### src/rtl/seq_bit_serializer.sv
// seq_bit_serializer
//   Parallel-to-serial front end for the sequence-detector FSMs. A WIDTH-bit word is taken
//   over a valid/ready handshake and shifted out one bit per clock on x. When the next word
//   is offered during the last bit, it is reloaded in that same cycle, so consecutive words
//   stream without an idle gap.
//
// Parameters
//   WIDTH      bits per word (2..32)
//   MSB_FIRST  1: din[WIDTH-1] goes out first; 0: din[0] goes out first
//
// Ports
//   clk        rising-edge clock
//   rst        asynchronous active-high reset
//   din        parallel word to serialize
//   din_valid  din is presented
//   din_ready  block can accept din this cycle
//   flush      synchronous abort of the word in flight
//   x          serial bit to the detector
//   x_valid    x carries a word bit this cycle
//   word_done  current x is the last bit of the word
//   busy       a word is in flight (same as x_valid)

module seq_bit_serializer #(
  parameter int unsigned WIDTH     = 8,
  parameter bit          MSB_FIRST = 1'b1
) (
  input  logic             clk,
  input  logic             rst,
  input  logic [WIDTH-1:0] din,
  input  logic             din_valid,
  output logic             din_ready,
  input  logic             flush,
  output logic             x,
  output logic             x_valid,
  output logic             word_done,
  output logic             busy
);

  localparam int unsigned CntW = $clog2(WIDTH);
  localparam logic [CntW-1:0] CntLoad = CntW'(WIDTH - 1);

  typedef enum logic {StIdle, StShift} state_t;

  state_t           state;
  logic [WIDTH-1:0] sreg;
  logic [CntW-1:0]  cnt;

  logic             last_bit;
  logic             accept;
  logic [WIDTH-1:0] sreg_shifted;

  assign last_bit  = (cnt == '0);
  // Ready only looks at state, cnt and flush so upstream never sees a combinational loop.
  assign din_ready = !flush && ((state == StIdle) || last_bit);
  assign accept    = din_valid && din_ready;

  // Move every bit one place toward the output end, zero-filling behind.
  generate
    if (MSB_FIRST) begin : g_msb
      assign sreg_shifted = {sreg[WIDTH-2:0], 1'b0};
      assign x            = sreg[WIDTH-1];
    end else begin : g_lsb
      assign sreg_shifted = {1'b0, sreg[WIDTH-1:1]};
      assign x            = sreg[0];
    end
  endgenerate

  assign x_valid   = (state == StShift);
  assign busy      = (state == StShift);
  assign word_done = (state == StShift) && last_bit;

  always_ff @(posedge clk or posedge rst) begin
    if (rst) begin
      state <= StIdle;
      sreg  <= '0;
      cnt   <= '0;
    end else if (flush) begin
      // Flush wins over any accept; din_ready is already low so nothing is consumed.
      state <= StIdle;
      sreg  <= '0;
      cnt   <= '0;
    end else begin
      unique case (state)
        StIdle: begin
          if (accept) begin
            state <= StShift;
            sreg  <= din;
            cnt   <= CntLoad;
          end
        end
        StShift: begin
          if (!last_bit) begin
            sreg <= sreg_shifted;
            cnt  <= cnt - 1'b1;
          end else if (accept) begin
            // Gapless reload on the last bit of the current word.
            sreg <= din;
            cnt  <= CntLoad;
          end else begin
            // Clearing sreg keeps x at 0 whenever x_valid is low.
            state <= StIdle;
            sreg  <= '0;
            cnt   <= '0;
          end
        end
        default: begin
          state <= StIdle;
          sreg  <= '0;
          cnt   <= '0;
        end
      endcase
    end
  end

endmodule
### config.mk
export PLATFORM = sky130hd
export DESIGN_NAME = seq_bit_serializer
export DESIGN_NICKNAME = d
export VERILOG_FILES = /design/src/rtl/seq_bit_serializer.sv
export SDC_FILE = /design/constraint.sdc
export NUM_CORES = 1
export LEC_CHECK = 0
export CORE_MARGIN = 2
export CORE_UTILIZATION = 45
export CTS_CLUSTER_SIZE = 30
export DETAILED_ROUTE_END_ITERATION = 6
export PLACE_DENSITY = 0.73
export RECOVER_POWER = 25
export SLEW_MARGIN = 20
export SYNTH_ARGS = -nofsm -noshare
export SYNTH_HDL_FRONTEND = slang
export SYNTH_SLANG_ARGS = --single-unit
### constraint.sdc
create_clock -name clk -period 1.7 [get_ports clk]
set_clock_uncertainty 0.05 [all_clocks]
set_input_delay 0.17 -clock clk [delete_from_list [all_inputs] [get_ports clk]]
set_output_delay 0.17 -clock clk [all_outputs]
set_load 0.01 [all_outputs]
==> results of run 1 <==
[worst max-delay path, cell delays in order (launching register included)]
cell	delay, ns
sky130_fd_sc_hd__dfrtp_1	0.38
sky130_fd_sc_hd__inv_1	0.08
sky130_fd_sc_hd__ha_2	0.20
sky130_fd_sc_hd__nand2b_2	0.07
sky130_fd_sc_hd__a21oi_1	0.14
sky130_fd_sc_hd__clkdlybuf4s15_1	0.25
[layer usage]
layer / up-vias / share of wire / track usage
met5: - / 0 / 0
li1: 244 / - / -
met3: 0 / 0.059 / 0.0815
met1: 233 / 0.46 / 0.247
met4: 0 / 0 / 0.0484
met2: 14 / 0.48 / 0.281
[state kept, by name, indices dropped and copies added, names as in the netlist]
name  flops
sreg      8
cnt       3
busy      1
[through the flow]
step,instances,power (uW)
after floorplan,54,429
after global placement,87,510
after detailed placement,87,513
after CTS,91,739
after global routing,92,780
final,92,737
[synth_stat cells]
library cell / number / area, sq um
sky130_fd_sc_hd__a211o_1: 2 / 17.5
sky130_fd_sc_hd__ha_1: 2 / 25.0
sky130_fd_sc_hd__nor3_1: 3 / 15.0
sky130_fd_sc_hd__a21oi_4: 1 / 16.3
sky130_fd_sc_hd__dfrtp_1: 12 / 300
sky130_fd_sc_hd__nand2b_1: 1 / 6.26
sky130_fd_sc_hd__nor2_1: 1 / 3.75
sky130_fd_sc_hd__nor2_2: 1 / 6.26
sky130_fd_sc_hd__a21oi_1: 2 / 10.0
sky130_fd_sc_hd__buf_4: 2 / 15.0
sky130_fd_sc_hd__a211oi_1: 2 / 15.0
sky130_fd_sc_hd__a221o_1: 7 / 70.1
sky130_fd_sc_hd__and2_1: 8 / 50.1
sky130_fd_sc_hd__nand2b_2: 2 / 17.5
sky130_fd_sc_hd__a22o_1: 1 / 8.76
sky130_fd_sc_hd__inv_1: 4 / 15.0
sky130_fd_sc_hd__nor3_4: 1 / 16.3
sky130_fd_sc_hd__and2b_1: 1 / 7.51
sky130_fd_sc_hd__a21o_1: 1 / 7.51
[cell families (layout without fill, tap and decap cells)]
kind of cell | count (synthesis) | count (layout) | synth area share
buf+inv | 6 | 29 | 0.0482
flops | 12 | 12 | 0.482
simple gates | 18 | 18 | 0.197
fa+ha+maj | 2 | 2 | 0.0402
compound gates | 16 | 16 | 0.233
[path summary, 6_finish.rpt]
| path | startpoint | to | cells after the start |
|---|---|---|---|
| max in group asynchronous | rst | sreg[0] | 2 |
| setup / recovery | cnt[1] | din_ready | 5 |
| hold reg to reg | cnt[1] | cnt[1] | 1 |
| hold / removal | rst | sreg[5] | 2 |
| setup reg to reg | cnt[1] | sreg[2] | 6 |
| min in group clk | cnt[1] | cnt[1] | 1 |
[power breakdown]
| group | internal [uW] | switching, uW |
|---|---|---|
| sequential | 310 | 17.4 |
| combinational | 104 | 80.0 |
| clock | 130 | 96.3 |
[timing repair]
action | in CTS | in global routing
gates cloned | 0 | 0
pin swaps | 0 | 1
endpoints found under the setup margin | 2 | 2
hold buffers | 0 | 0
gates resized for setup | 3 | 3
setup buffers | 0 | 1
[cells in the final DEF (no fill, tap or decap), types with 2 or more instances in the layout]
| master | count |
|---|---|
| sky130_fd_sc_hd__a221o_1 | 7 |
| sky130_fd_sc_hd__and2_1 | 8 |
| sky130_fd_sc_hd__a211oi_1 | 2 |
| sky130_fd_sc_hd__nand2b_2 | 2 |
| sky130_fd_sc_hd__dfrtp_1 | 12 |
| sky130_fd_sc_hd__clkdlybuf4s50_1 | 13 |
| sky130_fd_sc_hd__buf_4 | 5 |
| sky130_fd_sc_hd__clkbuf_4 | 3 |
| sky130_fd_sc_hd__a211o_1 | 2 |
| sky130_fd_sc_hd__inv_1 | 4 |
| sky130_fd_sc_hd__nor3_1 | 3 |
| sky130_fd_sc_hd__a21oi_1 | 2 |
[area by class of cell]
| type | count | share of cell area |
|---|---|---|
| clock buffer | 4 | 0.0423 |
| timing repair buffer | 21 | 0.224 |
| inverter | 4 | 0.0175 |
| tap | 15 | 0.0219 |
| sequential | 12 | 0.350 |
| multi-input combinational | 36 | 0.344 |
==> run summary, run 1 <==
largest fanout on the critical path: 3
Mapped Cells: 54
classification of the worst setup path: register to primary output
register clock-pin slew on the reported worst setup and hold paths: 0.08 ns
f_max: 623 MHz
vias per cell: 5.34
total count of max-transition violations in the final report: 0
drt drc: 0
endpoint class of the critical path: primary output
total number of placement rows: 13
R2R Setup Slk: 0.20 ns
total wire length: 1.24 mm
startpoint type of the worst setup path: register
setup violators final: 0
Net Count, Synth: 68
vias after detailed routing: 491
Post-Syn Area: 623 sq um
number of H-tree levels: 1
layout cell share with drive strength beyond 1: 0.208
Chip Width: 41.2 um
max capacitance violation total: 0
Util after Layout: 0.660
first-pass GRT wire length: 2.04 mm
largest net degree at the start of global routing: 13
Warnings, synthesis: 0
power per cell area: 859 mW/mm^2
number of nets in the finished design: 92
final design instance area without fill: 858 sq um
number of hold violations in the final report: 0
clock latency at the later pin of the worst-skew pair: 0.28 ns
final routed wire length divided by cell count: 13.4 um
leakage power summed over all cells: 0.000405 uW
weighted congestion reported at the end of routability-driven placement: 0.782
vertical extent of the die: 41.2 um
antenna diode count: 0
worst slack at placement: 0.0244 ns
antenna violations before repair: 0
status: finished, final reports clean
worst hold-check slack: 0.283 ns
FF+latch area: 300 sq um
final critical path time including I/O delays and setup: 1.61 ns
worst setup slack after layout: 0.0946 ns
number of ports placed on the die boundary: 17
core area: 0.00130 sq mm
leftover overflow at the end of global routing: 0
Inserted Clock Buffers: 3
worst vdd rail ir drop: 572 uV
count of different cell masters after synthesis: 19
Fillers: 117
multi-input gate area in the final layout: 295 sq um
transition at the pin with the smallest max-transition slack: 0.463 ns
count of routing violations after the opening detailed-route iteration: 9
worst-case headroom to the max-slew limit: 0.691
count of TritonRoute iterations in the first routing pass: 4
total of buffers placed on input and output ports: 16
total cell area at the placement stage: 817 sq um
gr usage total: 0.188
clock sink count: 12
count of state elements after synthesis: 12
Worst Hold Class: input port to async pin
clock buffer depth: 2
syn_area_per_cell: 11.5 sq um
initial core utilization: 0.479
clk root buf: sky130_fd_sc_hd__clkbuf_4
vias in the first global route: 476
TritonCTS clock tree: done
number of nets with antenna violations after routing: 0
accumulated negative setup slack: 0 ns
Seq/Total Area, Yosys: 0.482
setup repair after global routing missed its margin: false
period utilization: 0.944
area enclosed by the die boundary: 0.00170 sq mm
area grow syn2layout: 37.8%
required time of the worst setup path: 1.48 ns
endpoint arrival time on the critical path: 1.39 ns
(Power assumes the default switching activity.)
==> run 2, diff against run 1 <==
ABC_CLOCK_PERIOD_IN_PS = 1700   (was default)
==> results of run 2 <==
The final DEF is identical to that of run 1; final timing and power are the same.
==> run 3, diff against run 2 <==
CTS_CLUSTER_SIZE = 16   (was 30)
==> results of run 3 <==
The final DEF is identical to that of run 1; final timing and power are the same.
